==> src/rtl/mem_access_unit.sv <==
// Load/store unit: one bus request per access; IDLE->REQ->DONE, minimum 2 cycles after arrival.
// Stalls upstream while requesting; stall_next_stage holds DONE and its result.
module mem_access_unit #(
  parameter int ADDR_WIDTH = 32,
  parameter int DATA_WIDTH = 32
) (
  input  logic                  clk,
  input  logic                  rst,
  input  logic                  mem_read_flag,
  input  logic                  mem_write_flag,
  input  logic                  mem_sign_ext_flag,
  input  logic [3:0]            mem_sel,
  input  logic [DATA_WIDTH-1:0] mem_write_data,
  input  logic [DATA_WIDTH-1:0] result_in,
  input  logic                  reg_write_en_in,
  input  logic [4:0]            reg_write_addr_in,
  input  logic [ADDR_WIDTH-1:0] current_pc_addr_in,
  input  logic                  stall_next_stage,
  output logic                  ram_req,
  output logic [3:0]            ram_we,
  output logic [ADDR_WIDTH-1:0] ram_addr,
  output logic [DATA_WIDTH-1:0] ram_wdata,
  input  logic                  ram_ack,
  input  logic [DATA_WIDTH-1:0] ram_rdata,
  output logic                  stall_request,
  output logic                  align_err,
  output logic [DATA_WIDTH-1:0] result_out,
  output logic                  reg_write_en_out,
  output logic [4:0]            reg_write_addr_out,
  output logic [ADDR_WIDTH-1:0] current_pc_addr_out
);

  localparam int LANES = DATA_WIDTH / 8;

  typedef enum logic [1:0] {IDLE, REQ, DONE} state_t;
  typedef enum logic [1:0] {SZ_BYTE, SZ_HALF, SZ_WORD, SZ_BAD} size_t;

  state_t                state, state_nxt;
  size_t                 sel_size, size_q;
  logic [1:0]            sel_off, off_q;
  logic                  sext_q, rd_q;
  logic [3:0]            we_q;
  logic [ADDR_WIDTH-1:0] addr_q, addr_aligned;
  logic [DATA_WIDTH-1:0] wdata_q, wdata_lanes, load_q, load_ext, rdata_shifted;
  logic                  mem_op, is_read, access;

  always_comb begin
    sel_size = SZ_BAD;
    sel_off  = 2'd0;
    case (mem_sel)
      4'b0001: begin sel_size = SZ_BYTE; sel_off = 2'd0; end
      4'b0010: begin sel_size = SZ_BYTE; sel_off = 2'd1; end
      4'b0100: begin sel_size = SZ_BYTE; sel_off = 2'd2; end
      4'b1000: begin sel_size = SZ_BYTE; sel_off = 2'd3; end
      4'b0011: begin sel_size = SZ_HALF; sel_off = 2'd0; end
      4'b1100: begin sel_size = SZ_HALF; sel_off = 2'd2; end
      4'b1111: begin sel_size = SZ_WORD; sel_off = 2'd0; end
      default: begin sel_size = SZ_BAD;  sel_off = 2'd0; end
    endcase
  end

  // Read+write together is a store, so only a pure read counts as a load.
  assign mem_op       = mem_read_flag | mem_write_flag;
  assign is_read      = mem_read_flag & ~mem_write_flag;
  assign access       = rst & mem_op & (sel_size != SZ_BAD);
  assign align_err    = rst & mem_op & (sel_size == SZ_BAD);
  assign addr_aligned = {result_in[ADDR_WIDTH-1:2], 2'b00};

  always_comb begin
    wdata_lanes = mem_write_data;
    case (sel_size)
      SZ_BYTE: wdata_lanes = {LANES{mem_write_data[7:0]}};
      SZ_HALF: wdata_lanes = {(LANES/2){mem_write_data[15:0]}};
      default: wdata_lanes = mem_write_data;
    endcase
  end

  assign rdata_shifted = ram_rdata >> {off_q, 3'b000};

  always_comb begin
    load_ext = ram_rdata;
    case (size_q)
      SZ_BYTE: load_ext = {{(DATA_WIDTH-8){sext_q & rdata_shifted[7]}}, rdata_shifted[7:0]};
      SZ_HALF: load_ext = {{(DATA_WIDTH-16){sext_q & rdata_shifted[15]}}, rdata_shifted[15:0]};
      default: load_ext = ram_rdata;
    endcase
  end

  // Bus fields are captured at issue so they stay stable however long the ack takes.
  always_ff @(posedge clk or negedge rst) begin
    if (!rst) begin
      state   <= IDLE;
      addr_q  <= '0;
      we_q    <= 4'b0000;
      wdata_q <= '0;
      size_q  <= SZ_WORD;
      off_q   <= 2'd0;
      sext_q  <= 1'b0;
      rd_q    <= 1'b0;
      load_q  <= '0;
    end else begin
      state <= state_nxt;
      if (state == IDLE && access) begin
        addr_q  <= addr_aligned;
        we_q    <= mem_write_flag ? mem_sel : 4'b0000;
        wdata_q <= wdata_lanes;
        size_q  <= sel_size;
        off_q   <= sel_off;
        sext_q  <= mem_sign_ext_flag;
        rd_q    <= is_read;
      end
      if (state == REQ && ram_ack) begin
        load_q <= load_ext;
      end
    end
  end

  always_comb begin
    state_nxt     = state;
    ram_req       = 1'b0;
    stall_request = 1'b0;
    case (state)
      IDLE: begin
        stall_request = access;
        if (access) state_nxt = REQ;
      end
      REQ: begin
        ram_req       = 1'b1;
        stall_request = 1'b1;
        if (ram_ack) state_nxt = DONE;
      end
      DONE: begin
        if (!stall_next_stage) state_nxt = IDLE;
      end
      default: state_nxt = IDLE;
    endcase
  end

  assign ram_we    = (state == REQ) ? we_q : 4'b0000;
  assign ram_addr  = (state == IDLE) ? addr_aligned : addr_q;
  assign ram_wdata = (state == IDLE) ? wdata_lanes : wdata_q;

  assign result_out          = (state == DONE && rd_q) ? load_q : result_in;
  assign reg_write_en_out    = reg_write_en_in & ~(align_err & is_read);
  assign reg_write_addr_out  = reg_write_addr_in;
  assign current_pc_addr_out = current_pc_addr_in;

endmodule
==> config.mk <==
export PLATFORM = sky130hd
export DESIGN_NAME = mem_access_unit
export DESIGN_NICKNAME = d
export VERILOG_FILES = /design/src/rtl/mem_access_unit.sv
export SDC_FILE = /design/constraint.sdc
export NUM_CORES = 1
export LEC_CHECK = 0
export CAP_MARGIN = 20
export CORE_MARGIN = 8
export CORE_UTILIZATION = 43
export CTS_BUF_LIST = sky130_fd_sc_hd__clkbuf_16
export DETAILED_ROUTE_END_ITERATION = 8
export PLACE_DENSITY = 0.82
export SLEW_MARGIN = 10
export SYNTH_ARGS = -nofsm -noshare
export SYNTH_HDL_FRONTEND = slang
export SYNTH_SLANG_ARGS = --single-unit
==> constraint.sdc <==
create_clock -name clk -period 2.3 [get_ports clk]
set_clock_uncertainty 0.15 [all_clocks]
set_input_delay 0.345 -clock clk [delete_from_list [all_inputs] [get_ports clk]]
set_output_delay 0.345 -clock clk [all_outputs]
set_load 0.01 [all_outputs]
# Word level (Yosys, flattened, before mapping)
# Cells that the tools add are included.
# totals
register_bits,106
in_bits,145
out_inout_bits,141
word_cells,62
# op_classes
eq_ne,16
shifts,1
muxes,15
bitwise_logic,11
reduce_logical,10
# ops
cell,n
$pmux 32 s2,2
$mux 32,3
$shr 32x5->16,1
$pmux 2 s3,3
$eq 4x4->1 const B,3
$and 1x1->1,8
$eq 4x2->1 const B,2
$mux 4,2
$ne 2x2->1 const B,4
$eq 2x1->1 const B,3
$logic_not 2->1,3
$mux 2,3
$eq 2x2->1 const B,2
$eq 4x1->1 const B,1
$eq 4x3->1 const B,1
$reduce_or 2->1,2
$reduce_or 4->1,1
$logic_and 1x1->1,3
$reduce_and 3->1,1
$not 1->1,2
$pmux 1 s2,1
$mux 1,1
$or 1x1->1,1

# Longest topological paths before layout
# logic_depth
depth_word,8
depth_mapped,7
mapped_depth_nobuf,4

# Worst setup path after synthesis
# Ideal clock, no wire load.
# synth_path
path_type,input to output
start,input port mem_sel[2]
end,output port ram_wdata[25]
t_arrival_ns,1.651
t_required_ns,1.805
slack_ns,0.154
cell_stages,6
path_buffers,2
cell_sequence,buf_4 > xor2_1 > a211o_1 > buf_6 > a222oi_1 > a21oi_1
# synth_between
elab_chain_len,6
word_cells_on_any_way,14
classes_between,8 x eq/ne; 3 x mux; 3 x reduce/logical
# synth_lines
element,line,text
start: declaration,12,"input logic [3:0] mem_sel,"
"$eq 4x4->1, or another cell as far along",50,case (mem_sel)
$reduce_or 4->1 (no line) / $reduce_or 2->1 (equally long branches),-,
$pmux 2 s3 *,50,
$eq 2x1->1 / $logic_not 2->1 (equally long branches),71,case (sel_size)
$pmux 32 s2 *,71,
$mux 32 *,141,assign ram_wdata = (state == IDLE) ? wdata_lanes : wdata_q;
end: declaration,22,"output logic [DATA_WIDTH-1:0] ram_wdata,"
# Every way passes the cells marked *; elsewhere a longest branch is shown, timed or not.

# Worst setup path in the final report
# layout_path
start,input port mem_sel[0]
end,output port ram_wdata[25]
# Same word-level chain as after synthesis.

==> flow_summary.toml <==
[outcome]
status = "complete, but fails checks"
violations = "negative setup slack"

[critical_path]
end_kind = "primary output"
cpMaxStageDelayCell = "a222oi_1"
required_ns = 1.80
critPathMaxFanout = 7
critical_path.cell_chain = "buf_4, nor2_4, buf_4, buf_4, a32o_2, buf_12, buf_4, a222oi_1, a21oi_1, buf_2"
crit_arrival_ns = 2.01
cp_common_cell = "buf_4"
critical_path_class = "in2out"
r2r-start = "state[0]"
cp_num_cells = 10
crit_buf_inv = 6
cpLargestDelayFamily = "buffers and inverters"
critPathCapture = "ram_wdata[25]"
setup.worst_path.start = "mem_sel[0]"
start_kind = "primary input"
ff2ff_setup_slack_ns = 0
rr_endpoint = "wdata_q[29]"
slowest_delay_ns = 0.36
rr_worst_depth = 11

[floorplanning]
rows = 45
io_pins = 286
fp.dieArea_mm2 = 0.0192
die_x_um = 139
core_area_mm2 = 0.0149
start_util = 0.433
die_y_um = 139

[drt]
drc_errors = 0
vias = 6304
drt_iter0_drc = 602
dr.pass1.iters = 7
ant_nets = 0
wl_um = 25200
wire_per_inst_um = 22.4
routed_via_density = 5.61

[synth]
yosys.area_share.simple = 0.114
yosysUniqueCellTypes = 44
synth_warnings = 0
yosys-mux-area-fraction = 0.288
ys_ff_latch = 106
synth_compound_gate_area_share = 0.0812
synth-edff-count = 0
syn_area_mm2 = 0.00646
synth_area_leaders = "dfrtp_1 41%, mux2_2 18%, mux2i_1 9.1%, buf_4 5.2%, nor2_1 3.0%"
seq_area_frac_synth = 0.411
ys.flop_type = "dfrtp_1"
synth_top_area_frac = 0.407
syn_inst = 636
syn_area_per_cell_um2 = 10.2
ys_async_sr_fraction = 1.00
yosys.area_share.xor_xnor = 0.00523
synth_top_family_by_area = "multiplexers"
yosys.area.top_type = "dfrtp_1"
yosys.area_share.adder = 0

[cts]
clk_path_buf_depth = 2
cts_tree = "yes"
numClockSinks = 106
insertion_delay_ns = 0.37
numCtsBuffers = 9
cts_root_buf = "clkbuf_16"
htree_num_levels = 3
clkSlewWorstSetupHoldPaths_ns = 0.07

[global_routing]
grt_max_degree = 69
met3_usage = 0.0575
grt_pass1_wl_um = 36000
grtUsageMet1 = 0.291
track_usage = 0.235
grt_pass1_vias = 6389
grt.busiest_layer = "met2"
antenna_found_initial = 0
overflow = 0
grtUsageMet2 = 0.374

[sta]
finalWorstSetupSlack_ns = -0.205
slew_headroom = 0.582
setup_violations = 14
fin_crit_ns = 2.51
hold_viol = 0
max_freq_ghz = 0.399
tightest_slew_ns = 0.626
rsz0062_at_grt = "true"
min_period_over_period = 1.09
slew_violations = 0

[placed_design]
placed_cell_area_mm2 = 0.00888
dp_hpwl_um = 14600
place_ws_ns = -0.785
gp_congestion = 0.827
io_buffers = 209

[power_and_ir_drop]
power_density_mw_per_mm2 = 889
total_leakage_power_nw = 4.80
finalPower_mw = 9.17
peakVddDrop_mv = 0.524

[layout]
final_area_mm2 = 0.0103
fin_util = 0.691
syn_to_final_growth_pct = 59.7
fillCellCount = 1057
layout-drive-gt1-share = 0.435
layout_commonest_cell = "dfrtp_1"
n_antenna_cell = 0
nets = 1076
final_cell_mix = "105 x dfrtp_1, 102 x clkdlybuf4s50_1, 101 x buf_4"

[worst_hold_path]
hold_start = "mem_sel[3]"
hp-class = "in2reg"

[flow_run]
drv_cap = 0
## area by class of cell
| type | count | area (um^2) | share of cell area |
|---|---|---|---|
| inverters | 33 | 124 | 0.0120 |
| clock buffers | 9 | 225 | 0.0218 |
| clock inverters | 7 | 66.3 | 0.00643 |
| flip-flops and latches | 106 | 2650 | 0.257 |
| repair buffers | 362 | 3540 | 0.343 |
| well taps | 188 | 235 | 0.0228 |
| multi-input cells | 419 | 3470 | 0.337 |
## power by group
group          total (mW)  switching (mW)  internal, mW
combinational        4.32            1.98          2.33
sequential           3.26           0.574          2.68
clock                1.59           0.823         0.768
## registers in the layout, summed over array words and instances, names as in the netlist
name	cells
sext_q	1
state	2
rd_q	1
off_q	2
we_q	4
wdata_q	32
addr_q	30
load_q	32
size_q	2
## cell families (layout without fill, tap and decap cells)
kind of cell,after synthesis,in the layout
compound gates,80,80
xor+xnor,3,3
buf+inv,112,411
flops,106,106
mux,171,171
other cells,1,2
simple gates,163,163
## worst register-to-register path, stage by stage, from the launching register on
cell	delay, ns
dfrtp_1	0.43
nor2_4	0.16
buf_12	0.15
buf_8	0.12
buf_12	0.12
buf_6	0.11
nand2b_4	0.05
a31oi_4	0.18
buf_12	0.16
clkbuf_16	0.17
buf_12	0.14
mux2i_4	0.28
## layer usage
layer / vias up / routed length, um
met5: - / 0
met4: 0 / 1130
met3: 90 / 2020
met2: 366 / 12100
met1: 3076 / 9950
li1: 2772 / -
## worst min path at each step
| stage | endpoint | slack (ns) | cells after the start |
|---|---|---|---|
| detailed placement | we_q[2] | 0.32 | 2 |
| CTS | we_q[3] | 0.28 | 4 |
| floorplan | addr_q[10] | -0.10 | 0 |
| finish | we_q[3] | 0.26 | 4 |
| global placement | we_q[2] | 0.31 | 2 |
| global route | we_q[2] | 0.26 | 4 |
## Yosys cell counts, drive strengths merged, types with 2 or more instances
library cell  instances
nor2b                 4
inv                  33
mux2i                59
xnor2                 2
and2                  7
buf                  60
nor4b                 2
dfrtp               105
nand2b                9
mux2                111
a31oi                10
nor2                 53
a222oi                8
o21ai                12
nand3                34
nand2                46
nor3                  6
o31ai                 7
clkbuf               19
a21oi                33
## stage by stage
stage / hold slack, ns / instances / TNS [ns]
final: 0.263 / 1124 / -1.32
after detailed placement: 0.316 / 1014 / -42.91
after global routing: 0.261 / 1124 / -2.42
after CTS: 0.278 / 1108 / -2.20
after floorplan: -0.101 / 637 / 0
after global placement: 0.307 / 1014 / -40.06
## timing repair
action	in CTS	in global routing
pin swaps	24	21
hold endpoints to repair	38	0
setup endpoints to repair	102	168
hold buffers	1	0
setup buffers	68	22
gates resized for setup	452	88
cloned	9	8
(Power assumes the default switching activity.)
